===== config.mk =====
export PLATFORM = sky130hd
export DESIGN_NAME = exec_unit_pipe_flat
export DESIGN_NICKNAME = d
export VERILOG_FILES = /design/src/rtl/exec_unit_pipe_if.sv /design/src/rtl/exec_unit_pipe.sv /design/src/flat_wrapper.sv
export SDC_FILE = /design/constraint.sdc
export NUM_CORES = 1
export LEC_CHECK = 0
export CORE_MARGIN = 3
export CORE_UTILIZATION = 30
export DETAILED_ROUTE_END_ITERATION = 16
export HOLD_SLACK_MARGIN = 0.15
export SLEW_MARGIN = 20
export SYNTH_ARGS = -nofsm -noshare
export SYNTH_HDL_FRONTEND = slang
export SYNTH_SLANG_ARGS = --single-unit

===== constraint.sdc =====
create_clock -name clk -period 11 [get_ports clk]
set_input_delay 2.2 -clock clk [delete_from_list [all_inputs] [get_ports clk]]
set_output_delay 2.2 -clock clk [all_outputs]
set_load 0.01 [all_outputs]

===== src/rtl/exec_unit_pipe_if.sv =====
// Operand/result bundle with valid-ready handshakes between an issue stage and exec_unit_pipe.
// master drives operands and out_ready; slave (the execute unit) drives results, flags and in_ready.
interface exec_unit_pipe_if #(
  parameter int WIDTH = 16
);
  logic             in_valid;
  logic             in_ready;
  logic [3:0]       op;
  logic             alu_src;
  logic [WIDTH-1:0] a;
  logic [WIDTH-1:0] b;
  logic [WIDTH-1:0] imm;
  logic [WIDTH-1:0] pc;
  logic             out_valid;
  logic             out_ready;
  logic [WIDTH-1:0] result;
  logic [WIDTH-1:0] br_target;
  logic             zero;
  logic             ltz;
  logic             err;
  logic             busy;

  modport master (
    output in_valid, op, alu_src, a, b, imm, pc, out_ready,
    input  in_ready, out_valid, result, br_target, zero, ltz, err, busy
  );

  modport slave (
    input  in_valid, op, alu_src, a, b, imm, pc, out_ready,
    output in_ready, out_valid, result, br_target, zero, ltz, err, busy
  );
endinterface


===== src/rtl/exec_unit_pipe.sv =====
// Single-issue ALU execute stage: one registered result per accept, held until consumed.
// Macro EXEC_UNIT_MUL_EN adds an iterative shift-add multiplier (op 14, WIDTH cycles, busy while running).
module exec_unit_pipe #(
  parameter int WIDTH   = 16,
  parameter int SHAMT_W = 4
) (
  input logic             clk,
  input logic             rst,
  exec_unit_pipe_if.slave bus
);

  localparam logic [3:0] OP_ADD   = 4'd0;
  localparam logic [3:0] OP_SUB   = 4'd1;
  localparam logic [3:0] OP_AND   = 4'd2;
  localparam logic [3:0] OP_OR    = 4'd3;
  localparam logic [3:0] OP_XOR   = 4'd4;
  localparam logic [3:0] OP_ROL   = 4'd5;
  localparam logic [3:0] OP_ROR   = 4'd6;
  localparam logic [3:0] OP_SLL   = 4'd7;
  localparam logic [3:0] OP_SRL   = 4'd8;
  localparam logic [3:0] OP_SEQ   = 4'd9;
  localparam logic [3:0] OP_SLT   = 4'd10;
  localparam logic [3:0] OP_SLE   = 4'd11;
  localparam logic [3:0] OP_SCO   = 4'd12;
  localparam logic [3:0] OP_PASSB = 4'd13;

`ifdef EXEC_UNIT_MUL_EN
  localparam logic [3:0] OP_MUL   = 4'd14;
  typedef enum logic [1:0] {S_IDLE, S_MUL, S_DONE} state_e;
  logic [WIDTH-1:0]   acc_q, acc_d, mcand_q, mcand_d, mplier_q, mplier_d;
  logic [SHAMT_W-1:0] cnt_q, cnt_d;
`else
  typedef enum logic {S_IDLE = 1'b0} state_e;
`endif

  state_e             state_q, state_d;
  logic               out_valid_q, out_valid_d;
  logic [WIDTH-1:0]   result_q, result_d, br_target_q, br_target_d;
  logic               err_q, err_d;

  logic [WIDTH-1:0]   opb, alu_res, dif, rol_res, ror_res;
  logic [WIDTH:0]     sum, br_sum;
  logic [SHAMT_W-1:0] shamt;
  logic               add_ovf, sub_ovf, alu_err, in_ready, accept;

  always_comb begin
    opb     = bus.alu_src ? bus.imm : bus.b;
    shamt   = opb[SHAMT_W-1:0];
    sum     = {1'b0, bus.a} + {1'b0, opb};
    dif     = opb - bus.a;
    br_sum  = {1'b0, bus.pc} + {1'b0, bus.imm};
    // A shift by WIDTH yields zero, so amount 0 passes a through unchanged.
    rol_res = (bus.a << shamt) | (bus.a >> (WIDTH - int'(shamt)));
    ror_res = (bus.a >> shamt) | (bus.a << (WIDTH - int'(shamt)));
    add_ovf = (bus.a[WIDTH-1] == opb[WIDTH-1]) && (sum[WIDTH-1] != bus.a[WIDTH-1]);
    sub_ovf = (opb[WIDTH-1] != bus.a[WIDTH-1]) && (dif[WIDTH-1] != opb[WIDTH-1]);
    alu_res = '0;
    alu_err = br_sum[WIDTH];
    case (bus.op)
      OP_ADD:   begin alu_res = sum[WIDTH-1:0]; alu_err = br_sum[WIDTH] | add_ovf; end
      OP_SUB:   begin alu_res = dif;            alu_err = br_sum[WIDTH] | sub_ovf; end
      OP_AND:   begin alu_res = bus.a & opb;    alu_err = 1'b0; end
      OP_OR:    begin alu_res = bus.a | opb;    alu_err = 1'b0; end
      OP_XOR:   begin alu_res = bus.a ^ opb;    alu_err = 1'b0; end
      OP_ROL:   begin alu_res = rol_res;        alu_err = 1'b0; end
      OP_ROR:   begin alu_res = ror_res;        alu_err = 1'b0; end
      OP_SLL:   begin alu_res = bus.a << shamt; alu_err = 1'b0; end
      OP_SRL:   begin alu_res = bus.a >> shamt; alu_err = 1'b0; end
      OP_SEQ:   alu_res = {{(WIDTH-1){1'b0}}, bus.a == opb};
      OP_SLT:   alu_res = {{(WIDTH-1){1'b0}}, $signed(bus.a) <  $signed(opb)};
      OP_SLE:   alu_res = {{(WIDTH-1){1'b0}}, $signed(bus.a) <= $signed(opb)};
      OP_SCO:   alu_res = {{(WIDTH-1){1'b0}}, sum[WIDTH]};
      OP_PASSB: begin alu_res = opb;            alu_err = 1'b0; end
`ifdef EXEC_UNIT_MUL_EN
      OP_MUL:   alu_res = '0;
`endif
      default:  alu_err = 1'b1;
    endcase
  end

  assign in_ready = ~rst & (state_q == S_IDLE) & (~out_valid_q | bus.out_ready);
  assign accept   = bus.in_valid & in_ready;

  always_comb begin
    state_d     = state_q;
    out_valid_d = out_valid_q;
    result_d    = result_q;
    br_target_d = br_target_q;
    err_d       = err_q;
`ifdef EXEC_UNIT_MUL_EN
    acc_d       = acc_q;
    mcand_d     = mcand_q;
    mplier_d    = mplier_q;
    cnt_d       = cnt_q;
`endif
    case (state_q)
`ifdef EXEC_UNIT_MUL_EN
      S_MUL: begin
        acc_d    = acc_q + (mplier_q[0] ? mcand_q : '0);
        mcand_d  = mcand_q << 1;
        mplier_d = mplier_q >> 1;
        cnt_d    = cnt_q + SHAMT_W'(1);
        if (cnt_q == '1) begin
          state_d     = S_DONE;
          out_valid_d = 1'b1;
          result_d    = acc_d;
        end
      end
      S_DONE: begin
        if (bus.out_ready) begin
          state_d     = S_IDLE;
          out_valid_d = 1'b0;
        end
      end
`endif
      default: begin
        if (out_valid_q && bus.out_ready) out_valid_d = 1'b0;
        if (accept) begin
          br_target_d = br_sum[WIDTH-1:0];
          err_d       = alu_err;
          result_d    = alu_res;
          out_valid_d = 1'b1;
`ifdef EXEC_UNIT_MUL_EN
          // Multiply result stays invalid until the last shift-add step lands.
          if (bus.op == OP_MUL) begin
            result_d    = result_q;
            out_valid_d = 1'b0;
            state_d     = S_MUL;
            acc_d       = '0;
            mcand_d     = bus.a;
            mplier_d    = opb;
            cnt_d       = '0;
          end
`endif
        end
      end
    endcase
  end

  always_ff @(posedge clk) begin
    if (rst) begin
      state_q     <= S_IDLE;
      out_valid_q <= 1'b0;
      result_q    <= '0;
      br_target_q <= '0;
      err_q       <= 1'b0;
`ifdef EXEC_UNIT_MUL_EN
      acc_q       <= '0;
      mcand_q     <= '0;
      mplier_q    <= '0;
      cnt_q       <= '0;
`endif
    end else begin
      state_q     <= state_d;
      out_valid_q <= out_valid_d;
      result_q    <= result_d;
      br_target_q <= br_target_d;
      err_q       <= err_d;
`ifdef EXEC_UNIT_MUL_EN
      acc_q       <= acc_d;
      mcand_q     <= mcand_d;
      mplier_q    <= mplier_d;
      cnt_q       <= cnt_d;
`endif
    end
  end

  assign bus.in_ready  = in_ready;
  assign bus.out_valid = out_valid_q;
  assign bus.result    = result_q;
  assign bus.br_target = br_target_q;
  assign bus.err       = err_q;
  assign bus.zero      = (result_q == '0);
  assign bus.ltz       = result_q[WIDTH-1];
`ifdef EXEC_UNIT_MUL_EN
  assign bus.busy      = (state_q == S_MUL);
`else
  assign bus.busy      = 1'b0;
`endif

endmodule


===== src/flat_wrapper.sv =====
// flat-port wrapper written by rule: the top's interface ports become plain ports
module exec_unit_pipe_flat 
#(
  parameter int WIDTH   = 16,
  parameter int SHAMT_W = 4
)
  (clk, rst, bus_in_valid, bus_op, bus_alu_src, bus_a, bus_b, bus_imm, bus_pc, bus_out_ready, bus_in_ready, bus_out_valid, bus_result, bus_br_target, bus_zero, bus_ltz, bus_err, bus_busy);
  exec_unit_pipe_if #(.WIDTH(WIDTH)) bus_i ();
  input logic clk;
  input logic rst;
  input wire logic [$bits(bus_i.in_valid)-1:0] bus_in_valid;
  input wire logic [$bits(bus_i.op)-1:0] bus_op;
  input wire logic [$bits(bus_i.alu_src)-1:0] bus_alu_src;
  input wire logic [$bits(bus_i.a)-1:0] bus_a;
  input wire logic [$bits(bus_i.b)-1:0] bus_b;
  input wire logic [$bits(bus_i.imm)-1:0] bus_imm;
  input wire logic [$bits(bus_i.pc)-1:0] bus_pc;
  input wire logic [$bits(bus_i.out_ready)-1:0] bus_out_ready;
  output wire logic [$bits(bus_i.in_ready)-1:0] bus_in_ready;
  output wire logic [$bits(bus_i.out_valid)-1:0] bus_out_valid;
  output wire logic [$bits(bus_i.result)-1:0] bus_result;
  output wire logic [$bits(bus_i.br_target)-1:0] bus_br_target;
  output wire logic [$bits(bus_i.zero)-1:0] bus_zero;
  output wire logic [$bits(bus_i.ltz)-1:0] bus_ltz;
  output wire logic [$bits(bus_i.err)-1:0] bus_err;
  output wire logic [$bits(bus_i.busy)-1:0] bus_busy;
  assign bus_i.in_valid = bus_in_valid;
  assign bus_i.op = bus_op;
  assign bus_i.alu_src = bus_alu_src;
  assign bus_i.a = bus_a;
  assign bus_i.b = bus_b;
  assign bus_i.imm = bus_imm;
  assign bus_i.pc = bus_pc;
  assign bus_i.out_ready = bus_out_ready;
  assign bus_in_ready = bus_i.in_ready;
  assign bus_out_valid = bus_i.out_valid;
  assign bus_result = bus_i.result;
  assign bus_br_target = bus_i.br_target;
  assign bus_zero = bus_i.zero;
  assign bus_ltz = bus_i.ltz;
  assign bus_err = bus_i.err;
  assign bus_busy = bus_i.busy;
  exec_unit_pipe #(.WIDTH(WIDTH), .SHAMT_W(SHAMT_W)) u_core (.clk(clk), .rst(rst), .bus(bus_i));
endmodule

# After elaboration in Yosys (flattened, before gate mapping)

Index checks and enable logic that the tools add are counted.

Bitwise gates (word level): 12
Multiplexer cells: 5
$lt $le $gt $ge: 2
Eq/ne operators: 18
Reductions and logical operators: 8
Shift-type cells: 4
$add $sub $neg: 4

Operators by type and width:

| cell                                                 | number |
|---|---|
| case mux 16 bit (14 select lines)                    | 1 |
| bitwise OR 16 bit                                    | 3 |
| adder 16 x 16 -> 17 bit                              | 2 |
| left shift 16 x 32 -> 16 bit                         | 1 |
| >> shifter 16 x 32 -> 16 bit                         | 1 |
| equality test 4 bit (second input constant)          | 6 |
| AND 16 bit                                           | 1 |
| equality test 16 bit                                 | 1 |
| equality test 4 x 3 -> 1 bit (second input constant) | 4 |
| less-or-equal comparator 16 bit                      | 1 |
| zero test 16 bit                                     | 1 |
| less-than comparator 16 bit                          | 1 |
| two-way mux 16 bit                                   | 1 |
| left shift 16 x 4 -> 16 bit                          | 1 |
| >> shifter 16 x 4 -> 16 bit                          | 1 |
| subtractor 16 bit                                    | 1 |
| bitwise XOR 16 bit                                   | 1 |
| equality test 4 x 2 -> 1 bit (second input constant) | 2 |
| OR reduction 8 bit                                   | 1 |
| subtractor 5 x 4 -> 6 bit (first input constant)     | 1 |
| equality test 4 x 1 -> 1 bit (second input constant) | 1 |
| zero test 4 bit                                      | 1 |
| case mux 1 bit (4 select lines)                      | 1 |
| OR reduction 4 bit                                   | 1 |
| other kinds (8)                                      | 17 |

Logic and storage cells: 57
Register bits: 34

# Depth between registers and ports, before layout

Gate-level depths: netlist of the first run.

Depth after elaboration: 6
Depth in mapped cells: 16
Gate-level depth less buffers: 12

# Worst setup path before layout of the first run

No wires, ideal clock.

Path kind: input-to-reg
Start: input bus_alu_src
End: register u_core.result_q[14], in the netlist u_core.bus.result[14]
Data arrival time: 5,200 ps
Path slack: 5,726 ps
Path buffers: 4
Stages: 16
Required time: 10,926 ps
Cells stage by stage: buf_6 mux2i_4 buf_2 buf_2 ha_1 clkbuf_1 inv_1 fa_1 nand2b_1 a221oi_1 o211ai_1 a31oi_1 a221oi_1 xnor2_1 nand2_1 a31oi_1

Longest elaborated chain between the ends: 5
Elaborated cells on any way between the ends: 14
Classes of those cells: add/sub: 3; shift: 4; mux: 2; bitwise: 5

Ends and longest elaborated chain:

| element                                                                      | RTL line                                   | source |
|---|---|---|
| from (decl)                                                                  | flat_wrapper.sv:13                         | `input wire logic [$bits(bus_i.alu_src)-1:0] bus_alu_src;` |
| two-way mux 16 bit (*)                                                       | exec_unit_pipe.sv:47                       | `opb = bus.alu_src ? bus.imm : bus.b;` |
| subtractor 5 x 4 -> 6 bit                                                    | exec_unit_pipe.sv:53, exec_unit_pipe.sv:54 |  |
| left shift 16 x 32 -> 16 bit or >> shifter 16 x 32 -> 16 bit (tied branches) | exec_unit_pipe.sv:54, exec_unit_pipe.sv:53 |  |
| bitwise OR 16 bit (on tied branches)                                         | exec_unit_pipe.sv:54, exec_unit_pipe.sv:53 |  |
| case mux 16 bit (14 select lines) (*)                                        | exec_unit_pipe.sv:59                       | `case (bus.op)` |
| to (signal assigned)                                                         | exec_unit_pipe.sv:156                      | `result_q <= result_d;` |
| to (decl)                                                                    | exec_unit_pipe.sv:38                       | `logic [WIDTH-1:0] result_q, result_d, br_target_q, br_target_d;` |

Mark *: on every way between the ends. The rest lies on a longest branch, timed or not.
A chain may end at the register's enable or synchronous reset.

# Worst setup path in the final report of the first run

Start: input bus_alu_src
End: register u_core.result_q[0], in the netlist u_core.bus.result[0]

The elaborated chain is that of the path after synthesis.

==> impl_metrics.ini, run 1 <==
[timing]
fin_skew_ps = 6.98
tns_ps = 0
tightestPinTransition_ps = 1040
fmax_mhz = 149
hold_violations = 0
setup_viol = 0
period_needed_ps = 6700
fin_crit_sh = 0.609
rsz0062_at_grt = false
relSlewSlack = 0.304
final_max_slew_viol_count = 0

[floorplan]
die_w_um = 166
io_pins = 111
start_util = 0.311
die-area_um2 = 27600
num_rows = 57
coreArea_um2 = 24700
fp.dieH_um = 166

[synth]
yosysSeqAreaShare = 0.0885
ys_ff_latch = 34
synth_ff_type = dfxtp_1
synthesis.area_um2 = 7690
yosys_warnings = 0
netlist-cell-type-count = 92
synth_edf_count = 0
netlist_instances = 1101
async_reset_ff_frac = 0
synth_nets = 1265
syn-mean-instance-area_um2 = 6.98

[layout]
final_common_cell = nand2_1
stdcell_area_um2 = 9170
nFillCells = 2622
stdcell_count = 1484
area_delta_synth_final_pct = 19.2
final_cell_mix = nand2_1 (132), clkdlybuf4s50_1 (109), nor2_1 (94)
num-nets-final = 1323
drive_gt1_frac = 0.0595
diodes = 0

[clock_tree]
cts_sinks = 34
cts_buffer_depth = 2
holdBufCountCts = 0
clockRootBuffer = clkbuf_16
ctsHtreeMaxLevel = 2
cts_tree = done
cts.clk_slew.worst_paths_ps = 60
cts_setup_buffers = 0
post_cts_resized = 0
cts_buffers = 5
insertion_delay_ps = 280

[worst_setup_path]
cp-start-kind = input pin
cp_max_fo = 41
critPathBufInv = 5
cp_top_family = buffers and inverters
rrSetupSlack_ps = 7830
end_kind = register
r2r-start = u_core.bus.out_valid
cpMostUsedCell = buf_4
r2r_end = u_core.bus.result[15]
crit_cells = 12
worstPathRequired_ps = 11130
critical-path-slowest-cell = a2111oi_0
worst-setup-path-type = input pin to register
arrival_ps = 6820
critical_path.max_stage_delay_ps = 800
crit_path_cell_trace = clkdlybuf4s50_1 -> buf_4 -> mux2i_4 -> buf_4 -> ha_1 -> buf_4 -> inv_1 -> mux2i_1 -> a22oi_1 -> a221oi_1 -> a2111oi_0 -> a311oi_1
crit_path_start = bus_alu_src
rr_worst_depth = 9
crit_end = u_core.bus.result[0]

[power_and_ir_drop]
clkPwrFrac = 0.176
ir_drop_mv = 0.0512
p_seq_frac = 0.175
powerDensity_nw_per_um2 = 89.2
switching_share = 0.487
p_int_uw = 419
p_sw_uw = 398
power_uw = 818
comb_power_share = 0.650
power_leakage_uw = 0.00367

[drt]
wl_mm = 37.4
initialDrtViolationCount = 1156
firstDrtPassIters = 6
ant_nets = 0
route.detailed.drc = 0
num_vias = 9258
wl_per_cell_um = 25.2
viasPerCell = 6.24

[placement]
dp_cells = 1476
dpl-instance-area_um2 = 9020
hpwl_mm = 29.3
port_buffers = 109
gp_congestion = 1.02

[run_status]
status = finished clean

[grt]
grt.overflow.total = 0
grt_max_degree = 48
grt_pass1_vias = 8602
antenna_found_initial = 0
track_usage = 0.254
grt_first_pass_wirelength_mm = 55.3

[flow_run]
max-cap-violations = 0

[min_path]
hold_path_class = register to register
cell families after synthesis:
family          after synthesis  synth area share
simple gates                378             0.228
mux                          82             0.118
compound gates              354             0.311
buf+inv                     142            0.0766
xor+xnor                     19            0.0260
fa+ha+maj                    91             0.151
flops                        34            0.0885
other cells                   1          0.000488
synthesized netlist by cell type, types with 14 or more instances:
library cell	number	area, um^2
clkbuf_1	54	203
dfxtp_1	34	681
o22ai_1	18	113
mux2i_1	64	641
o21ai_0	56	280
a311oi_1	14	123
buf_2	17	85.1
inv_1	55	206
nor4_1	14	87.6
nand3_1	36	180
a31oi_1	23	144
nand2_1	132	495
a21oi_1	78	390
nor3_1	35	175
nor2_1	94	353
ha_1	88	1100
o21ai_1	19	95.1
o211ai_1	14	105
a221oi_1	15	131
a211oi_1	17	128
power groups by stage:
stage | Combinational, uW | Clock [uW] | Sequential [uW]
floorplan | 320 | 0 | 147
global placement | 517 | 0 | 145
detailed placement | 512 | 0 | 145
CTS | 514 | 147 | 143
global route | 562 | 151 | 144
finish | 531 | 144 | 143
sequential cells by signal, summed over array words and instances (netlist names):
name and flops:
u_core.bus.result 16, u_core.bus.out_valid 1, u_core.bus.err 1, u_core.bus.br_target 16
final cells by class:
class	instances	area, um^2	share of cell area
sequential	34	681	0.0743
multi-input combinational	925	6430	0.702
clock inverter	1	5.00	0.000546
inverter	61	234	0.0255
clock buffer	7	143	0.0156
timing repair buffer	132	1260	0.138
tap	324	405	0.0442
routing by layer:
| metal | share of wire | vias up | global-route usage |
|---|---|---|---|
| met2 | 0.43 | 546 | 0.390 |
| met1 | 0.43 | 4392 | 0.347 |
| met4 | 0.049 | 0 | 0.103 |
| met5 | 0 | - | 0 |
| li1 | - | 4215 | - |
| met3 | 0.096 | 105 | 0.0540 |
how the worst min path moves through the flow:
stage / slack, ps / to / start / cells past startpoint
final: 450 / u_core.bus.br_target[0] / u_core.bus.br_target[0] / 2
after global routing: 470 / u_core.bus.br_target[0] / u_core.bus.br_target[0] / 2
after CTS: 460 / u_core.bus.br_target[0] / u_core.bus.br_target[0] / 2
after detailed placement: 450 / u_core.bus.br_target[0] / u_core.bus.br_target[0] / 2
after global placement: 450 / u_core.bus.br_target[0] / u_core.bus.br_target[0] / 2
after floorplan: 470 / u_core.bus.br_target[14] / u_core.bus.br_target[14] / 2
worst register-to-register path, stage by stage (launching register included):
cell,delay (ps)
dfxtp_1,320
nor2b_1,140
nor2_1,160
nand2_1,80
buf_4,300
a222oi_1,390
o21ai_0,320
a41o_1,370
a2111oi_0,760
a311oi_1,180
per-stage QoR:
step | util | hold slack [ps] | worst slack, ps
2_1_floorplan | - | 472 | 5730
3_3_place_gp | 0.364 | 450 | 4140
3_5_place_dp | 0.364 | 447 | 4200
4_1_cts | 0.370 | 456 | 4430
5_1_grt | 0.370 | 472 | 4180
6_report | 0.370 | 452 | 4300
Power figures use the tool's default switching activity.
==> inputs of run 2 (changes only) <==
clock period = 6.6 ns   (was 11 ns; I/O delays follow)
==> impl_metrics.ini, run 2 (synthesis gave the netlist of run 1 again) <==
[run_status]
status = finished clean

[timing]
fmax_mhz = 186
hold_violations = 0
rsz0062_at_grt = false
setup_ws_ps = 1210
fin_crit_sh = 0.816
fin_skew_ps = 4.51
period_needed_ps = 5390
tns_ps = 0
setup_viol = 0
final_max_slew_viol_count = 0
tightestPinTransition_ps = 957
relSlewSlack = 0.360

[grt]
grt_use_met2 = 0.391
grt.overflow.total = 0
grt_pass1_vias = 8559
grtUsageMet1 = 0.352
antenna_found_initial = 1
use_met3 = 0.0452
top_usage_layer = met2
grt_max_degree = 39
track_usage = 0.254
grt_first_pass_wirelength_mm = 55.6

[min_path]
holdPathStages = 2
min-delay-start = u_core.bus.br_target[0]
min_to = u_core.bus.br_target[0]
hold_path_class = register to register

[floorplan]
coreArea_um2 = 24700
start_util = 0.311
die-area_um2 = 27600
die_w_um = 166
num_rows = 57
io_pins = 111
fp.dieH_um = 166

[worst_setup_path]
cpMostUsedCell = buf_4
cp_max_fo = 26
arrival_ps = 5540
crit_path_cell_trace = clkdlybuf4s50_1 -> buf_4 -> mux2i_4 -> inv_4 -> xnor2_4 -> mux2i_1 -> o22ai_1 -> nor2_1 -> nand3_1 -> a2111oi_0 -> buf_4 -> a311oi_1
critical-path-slowest-cell = a2111oi_0
worst-setup-path-type = input pin to register
r2r-start = u_core.bus.out_valid
worstPathRequired_ps = 6750
cp_top_family = buffers and inverters
cp-start-kind = input pin
critical_path.max_stage_delay_ps = 830
critPathBufInv = 4
r2r_end = u_core.bus.result[15]
end_kind = register
rrSetupSlack_ps = 3240
rr_worst_depth = 9

[flow_run]
max-cap-violations = 0

[placement]
hpwl_mm = 29.4
dp_slack_ps = 963
port_buffers = 109
gp_congestion = 1.13

[layout]
num-nets-final = 1334
final_cell_mix = nand2_1 (132), clkdlybuf4s50_1 (109), nor2_1 (94)
final_common_cell = nand2_1
area_delta_synth_final_pct = 20.1
diodes = 0
drive_gt1_frac = 0.0684

[clock_tree]
insertion_delay_ps = 280
cts.clk_slew.worst_paths_ps = 60
holdBufCountCts = 0
cts_sinks = 34
cts_buffers = 5
cts_buffer_depth = 2
post_cts_resized = 0
clockRootBuffer = clkbuf_16
cts_tree = done
cts_setup_buffers = 0
ctsHtreeMaxLevel = 2

[drt]
viasPerCell = 6.36
ant_nets = 0
wl_mm = 37.6
route.detailed.drc = 0
firstDrtPassIters = 9
initialDrtViolationCount = 1563
wl_per_cell_um = 25.1
num_vias = 9495

[power_and_ir_drop]
power_leakage_uw = 0.00371
powerDensity_nw_per_um2 = 147
ir_drop_mv = 0.106
==> run 2: final cells by class <==
| type | instances | area (um^2) |
|---|---|---|
| Clock buffer | 5 | 125 |
| Clock inverter | 2 | 10.0 |
| Fill cell | 2578 | 15500 |
| Inverter | 61 | 234 |
| Multi-Input combinational cell | 925 | 6430 |
| Sequential cell | 34 | 681 |
| Tap cell | 324 | 405 |
| Timing Repair Buffer | 143 | 1350 |
==> run 2: how the worst max path moves through the flow <==
| stage | from | end | slack [ps] | cells after the start |
|---|---|---|---|---|
| after global placement | bus_alu_src | u_core.bus.result[15] | 1000 | 12 |
| after CTS | bus_alu_src | u_core.bus.result[15] | 1220 | 12 |
| after global routing | bus_alu_src | u_core.bus.result[10] | 910 | 13 |
| after floorplan | bus_alu_src | u_core.bus.result[14] | 2210 | 16 |
| final | bus_alu_src | u_core.bus.result[15] | 1210 | 12 |
| after detailed placement | bus_alu_src | u_core.bus.result[15] | 960 | 12 |
==> run 2: power breakdown <==
group          leakage, uW  total, uW  internal (uW)  switching [uW]
combinational      0.00337        894            334             560
clock            0.0000694        227            136            90.8
sequential        0.000279        238            223            14.5
total              0.00371       1360            694             665
==> run 2: worst register-to-register path: cells and delay by family, from the launching register on <==
family,cells,cell delay [ps]
and+or+nand+nor,3,630
AOI/OAI and AO/OA,5,2040
buffers and inverters,1,240
DFF,1,320
==> run 2: metal layers <==
metal  vias up  wire length (um)
met3       132              3970
li1       4235                 -
met2       690             15800
met1      4436             15600
met5         -                10
met4         2              2190
==> run 2: per-stage QoR <==
step	power (uW)	cell area, um^2	instances	hold WS, ps	util
3_3_place_gp	1110	9100	1487	446	0.368
3_5_place_dp	1100	9100	1487	455	0.368
4_1_cts	1330	9240	1494	464	0.373
5_1_grt	1420	9240	1494	502	0.373
6_report	1360	9240	1494	464	0.373
2_1_floorplan	779	7690	1101	472	-
